<file path="config.mk">
export PLATFORM = sky130hd
export DESIGN_NAME = mips_if_stage
export DESIGN_NICKNAME = d
export VERILOG_FILES = /design/src/rtl/mips_pkg.sv /design/src/rtl/mips_pc_reg.sv /design/src/rtl/mips_if_stage.sv
export SDC_FILE = /design/constraint.sdc
export NUM_CORES = 1
export LEC_CHECK = 0
export ABC_CLOCK_PERIOD_IN_PS = 6100
export CAP_MARGIN = 30
export CORE_ASPECT_RATIO = 1.2
export CORE_MARGIN = 5
export CORE_UTILIZATION = 25
export CTS_CLUSTER_DIAMETER = 50
export DETAILED_ROUTE_END_ITERATION = 10
export HOLD_SLACK_MARGIN = 0.12
export SLEW_MARGIN = 20
export SYNTH_ARGS = -nofsm -noshare
export SYNTH_HDL_FRONTEND = slang
export SYNTH_SLANG_ARGS = --single-unit
</file>
<file path="constraint.sdc">
create_clock -name clk -period 6.1 [get_ports clk]
set_input_delay 1.22 -clock clk [delete_from_list [all_inputs] [get_ports clk]]
set_output_delay 1.22 -clock clk [all_outputs]
set_load 0.05 [all_outputs]
</file>
<file path="src/rtl/mips_pkg.sv">
// Shared constants for the MIPS fetch path: datapath width, PC increment and
// the encoding used for pipeline bubbles.
package mips_pkg;
    localparam int              XLEN      = 32;
    localparam logic [XLEN-1:0] PC_INC    = 32'd4;
    localparam logic [XLEN-1:0] NOP_INSTR = 32'h0000_0000;   // sll $0,$0,0

    // Instruction fetches are word aligned, so the low two address bits are dropped.
    function automatic logic [XLEN-1:0] word_align(input logic [XLEN-1:0] addr);
        return addr & ~XLEN'(3);
    endfunction
endpackage

</file>
<file path="src/rtl/mips_pc_reg.sv">
// Program counter with its next-PC selection:
// branch > jump > stall (hold) > sequential.
module mips_pc_reg #(
    parameter logic [mips_pkg::XLEN-1:0] RESET_PC = '0
) (
    input  logic                      clk,
    input  logic                      reset,
    input  logic                      stall,
    input  logic                      branch_taken,
    input  logic [mips_pkg::XLEN-1:0] branch_target,
    input  logic                      jump_taken,
    input  logic [mips_pkg::XLEN-1:0] jump_target,
    output logic [mips_pkg::XLEN-1:0] pc,
    output logic [mips_pkg::XLEN-1:0] pc_plus4,
    output logic                      redirect
);
    import mips_pkg::*;

    logic [XLEN-1:0] pc_reg;
    logic [XLEN-1:0] pc_next;

    assign pc_plus4 = pc_reg + PC_INC;
    assign redirect = branch_taken | jump_taken;

    // The branch belongs to the older instruction, so it beats a jump in decode.
    always_comb begin
        pc_next = pc_plus4;
        if (branch_taken) begin
            pc_next = word_align(branch_target);
        end else if (jump_taken) begin
            pc_next = word_align(jump_target);
        end else if (stall) begin
            pc_next = pc_reg;
        end
    end

    always_ff @(posedge clk or posedge reset) begin
        if (reset) begin
            pc_reg <= RESET_PC;
        end else begin
            pc_reg <= pc_next;
        end
    end

    assign pc = pc_reg;
endmodule

</file>
<file path="src/rtl/mips_if_stage.sv">
// Instruction-fetch stage: PC register, IF/ID pipeline register and a counter
// of real instructions handed to decode.
module mips_if_stage #(
    parameter logic [mips_pkg::XLEN-1:0] RESET_PC  = 32'h0000_0000,
    parameter logic [mips_pkg::XLEN-1:0] NOP_INSTR = mips_pkg::NOP_INSTR
) (
    input  logic                      clk,
    input  logic                      reset,
    input  logic                      stall,
    input  logic                      flush,
    input  logic                      branch_taken,
    input  logic [mips_pkg::XLEN-1:0] branch_target,
    input  logic                      jump_taken,
    input  logic [mips_pkg::XLEN-1:0] jump_target,
    output logic [mips_pkg::XLEN-1:0] imem_addr,
    input  logic [mips_pkg::XLEN-1:0] imem_rdata,
    output logic [mips_pkg::XLEN-1:0] pc,
    output logic [mips_pkg::XLEN-1:0] ifid_instr,
    output logic [mips_pkg::XLEN-1:0] ifid_pc4,
    output logic                      ifid_valid,
    output logic [mips_pkg::XLEN-1:0] fetch_count
);
    import mips_pkg::*;

    logic [XLEN-1:0] pc_plus4;
    logic            redirect;
    logic [XLEN-1:0] ifid_instr_reg;
    logic [XLEN-1:0] ifid_pc4_reg;
    logic            ifid_valid_reg;
    logic [XLEN-1:0] fetch_count_reg;

    mips_pc_reg #(
        .RESET_PC (RESET_PC)
    ) u_pc_reg (
        .clk           (clk),
        .reset         (reset),
        .stall         (stall),
        .branch_taken  (branch_taken),
        .branch_target (branch_target),
        .jump_taken    (jump_taken),
        .jump_target   (jump_target),
        .pc            (pc),
        .pc_plus4      (pc_plus4),
        .redirect      (redirect)
    );

    assign imem_addr = pc;

    // A redirect squashes the wrong-path word being fetched this cycle,
    // even when decode is also stalling.
    always_ff @(posedge clk or posedge reset) begin
        if (reset) begin
            ifid_instr_reg  <= NOP_INSTR;
            ifid_pc4_reg    <= '0;
            ifid_valid_reg  <= 1'b0;
            fetch_count_reg <= '0;
        end else if (flush || redirect) begin
            ifid_instr_reg  <= NOP_INSTR;
            ifid_pc4_reg    <= '0;
            ifid_valid_reg  <= 1'b0;
        end else if (!stall) begin
            ifid_instr_reg  <= imem_rdata;
            ifid_pc4_reg    <= pc_plus4;
            ifid_valid_reg  <= 1'b1;
            fetch_count_reg <= fetch_count_reg + 1'b1;
        end
    end

    assign ifid_instr  = ifid_instr_reg;
    assign ifid_pc4    = ifid_pc4_reg;
    assign ifid_valid  = ifid_valid_reg;
    assign fetch_count = fetch_count_reg;
endmodule

</file>
==> metrics.txt, run 1 <==
setup TNS=0 ns; worst hold path stage count=1; fin. max-slew vios=0; post-DP HPWL=16600 µm; first-pass GRT wire length=34800 µm; Worst Path Max Fanout=44; post_cts resized=0; Synth Instances=640; Total GRT Usage=around 16%; ys flop type=dfrtp_1; wire length per cell=19.4 µm; status=finished clean; RR Startpoint=u_pc_reg.pc[2]$_DFFE_PP0P_; synth warn=0; crit-path max cell delay=0.56 ns; site row count=64; Post-synth EDFFs=0; fmax=275 MHz; Worst slew margin=between 30 and 40%; post-route design area=about 9600 µm²; setup bufs post-CTS=0; Routed WL=23100 µm; CP Cell Sequence=clkdlybuf4s50_1 > buf_4 > nor4_4 > buf_4 > nand4_1 > nor4_2 > nand3_1 > xnor2_1; CP most frequent cell=buf_4; synth-to-layout area growth=49.3%; clock root buffer=clkbuf_16; min Tclk post-route=3.63 ns; worst reg-to-reg path cell count=5; Max clock buf depth=2; Critical Path End=fetch_count[31]$_DFFE_PP0P_; H-tree Lvls=4; antenna diode count=0; synthesized area=6440 µm²; vias per cell=roughly 4.8; FF+latch count, synth=125; largest net degree at the start of global routing=90; max_cap viols=0; ys async rst share=100%; Die Width=157 µm; CTS Sinks=between 100 and 150; slowest CP cell=nor4_2; WHS=~0.47 ns; kind of end point of the critical path=flip-flop; vias post-DR=5666; Placer Congestion=0.744; critical path launch point=jump_taken; slew at the pin with the worst max-slew slack=0.954 ns; Reg2Reg Setup Slack=3.52 ns; # IOs=263; number of global-route vias before repair=5717; most common cell after layout, fill and taps aside=clkdlybuf4s50_1; Starting Density=25.3%; Initial DRT Pass Iterations=4; clock latency on the worst-skew pair=0.41 ns; initial antenna violation count=2; Remaining DRCs=0; Crit path required time=6.40 ns; most frequent cells in the layout=clkdlybuf4s50_1, dfrtp_1, nand2_1; Leak Pwr=3.82 nW; Post-CTS Hold Fix Bufs=0; P per Cell Area=271 nW/µm²; gr ovfl total=0; TritonCTS clock tree=built; final antenna-violating net count=0; end of the worst register-to-register path=u_pc_reg.pc[28]$_DFFE_PP0P_; register area share after synthesis=48.6%; part of the cycle the worst path needs=59.5%; Mean Syn Cell Area=10.1 µm²; Iteration-0 DRC Markers=212; CP Data Arrival Time=3.93 ns; Hold Crit Class=reg -> reg; CTS clk-pin slew, worst paths=0.06 ns; die height=186 µm; type of origin of the critical path=input port; Fillers=between 2000 and 3000; DP Area=9020 µm²; Final Skew=0.0112 ns; RSZ-0062 raised after global routing=false; final net count=between 900 and 1000; Final Setup Violations=0; ratio of cells with drive above 1 in the final layout=7.66%; core box area=25500 µm²; maximum vdd drop=0.141 mV; Fin. Hold Viols=0; synth unique cells=between 50 and 60; die area=about 29000 µm²; TritonCTS Buffers=17; Crit Path Category=in -> reg; buffers added on ports=252
## through the flow
stage	util, %	instances	power [mW]	setup slack (ns)
final	37.8	1192	2.61	2.47
after global routing	37.8	1192	2.72	2.21
after CTS	37.8	1192	2.64	2.43
after detailed placement	35.4	1160	1.58	1.99
after global placement	35.4	1160	1.58	1.97
after floorplan	-	645	1.35	1.55
## layer usage
| layer | global-route usage [%] | part of all wire (%) | vias up |
|---|---|---|---|
| li1 | - | - | 2674 |
| met1 | 19.7 | 42 | 2756 |
| met5 | 0 | 0.11 | - |
| met3 | 3.67 | 6.4 | 28 |
| met2 | 26.8 | 50 | 204 |
| met4 | 4.72 | 1.7 | 4 |
## critical path: cells and delay by family
kind          cells  cell delay (ns)
simple gates      4             1.29
buf+inv           3             1.24
xor+xnor          1             0.15
## how the worst min path moves through the flow
| stage | endpoint | from | slack (ns) |
|---|---|---|---|
| finish | fetch_count[31]$_DFFE_PP0P_ | fetch_count[31]$_DFFE_PP0P_ | 0.47 |
| global route | fetch_count[31]$_DFFE_PP0P_ | fetch_count[31]$_DFFE_PP0P_ | 0.48 |
| floorplan | ifid_valid$_DFFE_PP0P_ | ifid_valid$_DFFE_PP0P_ | 0.74 |
| CTS | fetch_count[31]$_DFFE_PP0P_ | fetch_count[31]$_DFFE_PP0P_ | 0.48 |
| detailed placement | fetch_count[31]$_DFFE_PP0P_ | fetch_count[31]$_DFFE_PP0P_ | 0.47 |
| global placement | fetch_count[31]$_DFFE_PP0P_ | fetch_count[31]$_DFFE_PP0P_ | 0.46 |
## synthesized netlist by cell type, drive strengths merged (2+ instances only)
cell type,number,area (µm²)
ha,2,25.0
nand2,70,265
nand2b,3,18.8
o22ai,7,43.8
buf,52,354
o221ai,4,35.0
and2,2,12.5
a32o,2,20.0
a311oi,2,17.5
o211ai,2,20.0
o21a,3,22.5
xnor2,53,464
nor3,18,120
nand3,26,135
nor2,34,133
a2bb2oi,2,17.5
and3,9,56.3
a22o,38,333
inv,10,37.5
mux2i,3,30.0
or4,5,48.8
o21ai,40,200
nand4,22,174
a22oi,5,37.5
nor4b,2,17.5
nor4,11,130
a21oi,25,125
xor2,20,175
and4,5,43.8
or3,5,31.3
dfrtp,125,3130
clkbuf,22,83.8
## cells by family after synthesis
logic type               synth area share (%)
AO/OA/AOI/OAI                            14.7
buffers and inverters                    7.38
AND/OR/NAND/NOR                          18.5
adder cells (fa/ha/maj)                 0.388
flip-flops                               48.6
other                                  0.0582
XOR/XNOR                                 9.92
multiplexers                            0.466
## cell type report
type,count,area (µm²),area share (%)
clock buffer,18,429,4.46
clock inverter,14,168,1.74
inverter,10,42.5,0.442
multi-input combinational,436,2870,29.8
sequential,125,3130,32.5
tap,330,413,4.29
timing repair buffer,259,2570,26.7
## where the power goes
group          switching, mW  total, mW  internal (mW)
registers             0.0852      0.955          0.870
logic                  0.386      0.607          0.221
clock network          0.402       1.04          0.643
Note: power is estimated with default switching activity, not from simulation.
==> inputs of run 2 (changes only) <==
--- a/config.mk
+++ b/config.mk
@@ -5,7 +5,7 @@
 export SDC_FILE = /design/constraint.sdc
 export NUM_CORES = 1
 export LEC_CHECK = 0
-export ABC_CLOCK_PERIOD_IN_PS = 6100
+export ABC_CLOCK_PERIOD_IN_PS = 3100
 export CAP_MARGIN = 30
 export CORE_ASPECT_RATIO = 1.2
 export CORE_MARGIN = 5
==> constraint.sdc (replaced) <==
create_clock -name clk -period 3.1 [get_ports clk]
set_input_delay 0.62 -clock clk [delete_from_list [all_inputs] [get_ports clk]]
set_output_delay 0.62 -clock clk [all_outputs]
set_load 0.05 [all_outputs]
==> metrics.txt, run 2 (synthesis gave the netlist of run 1 again) <==
number of global-route vias before repair=roughly 5900; hold path start=ifid_pc4[2]$_DFFE_PP0P_; H-tree Lvls=4; Final Skew=between 0.008 and 0.009 ns; core box area=25500 µm²; ratio of cells with drive above 1 in the final layout=8.91%; critical path launch point=u_pc_reg.pc[11]$_DFFE_PP0P_; clock root buffer=clkbuf_16; TritonCTS Buffers=17; die area=29100 µm²; crit-path max cell delay=slightly below 0.9 ns; max_cap viols=0; worst reg-to-reg path cell count=5; Worst Path Max Fanout=9; Hold Crit Class=reg -> reg; site row count=64; die height=186 µm; Fillers=approximately 2600; setup TNS=0 ns; critical path depth in cells=1; Remaining DRCs=0; most common cell after layout, fill and taps aside=clkdlybuf4s50_1; final net count=967; CTS Sinks=125; # IOs=263; RR Startpoint=u_pc_reg.pc[5]$_DFFE_PP0P_; Post-CTS Hold Fix Bufs=0; DP Area=9150 µm²; Core Util, Final=a little under two fifths; post_cts resized=0; fmax=397 MHz; post-DP HPWL=approximately 17000 µm; slew at the pin with the worst max-slew slack=around 0.94 ns; Total GRT Usage=15.5%; CP Cell Sequence=clkdlybuf4s50_1; status=finished clean; slowest CP cell=clkdlybuf4s50_1; Final Setup Violations=0; buffer and inverter count on the worst path=1; kind of end point of the critical path=output port; first-pass GRT wire length=about 35000 µm; WHS=between 0.4 and 0.5 ns; Critical Path End=imem_addr[11]; clock latency on the worst-skew pair=0.41 ns; most frequent cells in the layout=clkdlybuf4s50_1, dfrtp_1, nand2_1; maximum vdd drop=0.292 mV; vias post-DR=5625; CP top delay family=buffers and inverters; Max clock buf depth=2; P per Cell Area=524 nW/µm²; CTS clk-pin slew, worst paths=roughly 0.060 ns; gr ovfl total=0; buffers added on ports=252; Worst slew margin=between 30% and 40%; Crit Path Category=reg -> out; end of the worst register-to-register path=u_pc_reg.pc[25]$_DFFE_PP0P_; initial antenna violation count=0; Fin. Hold Viols=0; Routed WL=23000 µm; final antenna-violating net count=0; fin. max-slew vios=0; Crit path required time=around 2.5 ns; DP Worst Slack=0.235 ns; synth-to-layout area growth=51.3%; wire length per cell=19.0 µm; setup bufs post-CTS=0; TritonCTS clock tree=built; Initial DRT Pass Iterations=4; Placer Congestion=0.791; Starting Density=roughly 25%; vias per cell=4.66; RSZ-0062 raised after global routing=false; Setup WS post-layout=roughly 0.58 ns; post-route design area=9740 µm²; largest net degree at the start of global routing=between 100 and 150; Die Width=157 µm; min Tclk post-route=2.52 ns; Iteration-0 DRC Markers=around 200; CP Data Arrival Time=around 1.9 ns; Reg2Reg Setup Slack=0.70 ns; part of the cycle the worst path needs=about four fifths; type of origin of the critical path=flip-flop; Leak Pwr=3.89 nW
## run 2: cell type report
type                            instances  area [µm²]  area share, %
Sequential cell                       125        3130           32.1
Multi-Input combinational cell        436        2870           29.4
Timing Repair Buffer                  273        2710           27.8
Clock buffer                           19         443           4.55
Tap cell                              330         413           4.24
Clock inverter                         12         146           1.50
Inverter                               10        41.3          0.424
Antenna cell                            1        2.50         0.0257
## run 2: worst min path at each step
| stage | end | slack (ns) | cells after the start |
|---|---|---|---|
| after detailed placement | ifid_valid$_DFFE_PP0P_ | 0.47 | 2 |
| after global routing | ifid_pc4[11]$_DFFE_PP0P_ | 0.50 | 2 |
| final | ifid_pc4[2]$_DFFE_PP0P_ | 0.48 | 2 |
| after global placement | ifid_pc4[2]$_DFFE_PP0P_ | 0.46 | 2 |
| after floorplan | u_pc_reg.pc[2]$_DFFE_PP0P_ | 0.74 | 1 |
| after CTS | ifid_valid$_DFFE_PP0P_ | 0.48 | 2 |
## run 2: stage by stage
| stage | power (mW) | instances |
|---|---|---|
| 6_report | 5.11 | 1206 |
| 5_1_grt | 5.31 | 1205 |
| 4_1_cts | 5.19 | 1205 |
| 3_5_place_dp | 3.13 | 1174 |
| 3_3_place_gp | 3.12 | 1174 |
| 2_1_floorplan | 2.66 | 645 |
## run 2: report_power, final
part           switching, mW  internal [mW]  leakage, nW
Sequential             0.166           1.71         1.67
Clock                  0.747           1.27        0.284
Combinational          0.763          0.445         1.94
## run 2: metal layers
| layer | vias to the layer above | track usage, % | wire, µm |
|---|---|---|---|
| li1 | 2692 | - | - |
| met1 | 2722 | 20.1 | 9930 |
| met5 | - | 0 | 0 |
| met2 | 195 | 26.6 | 11400 |
| met4 | 0 | 3.37 | 240 |
| met3 | 16 | 3.65 | 1380 |
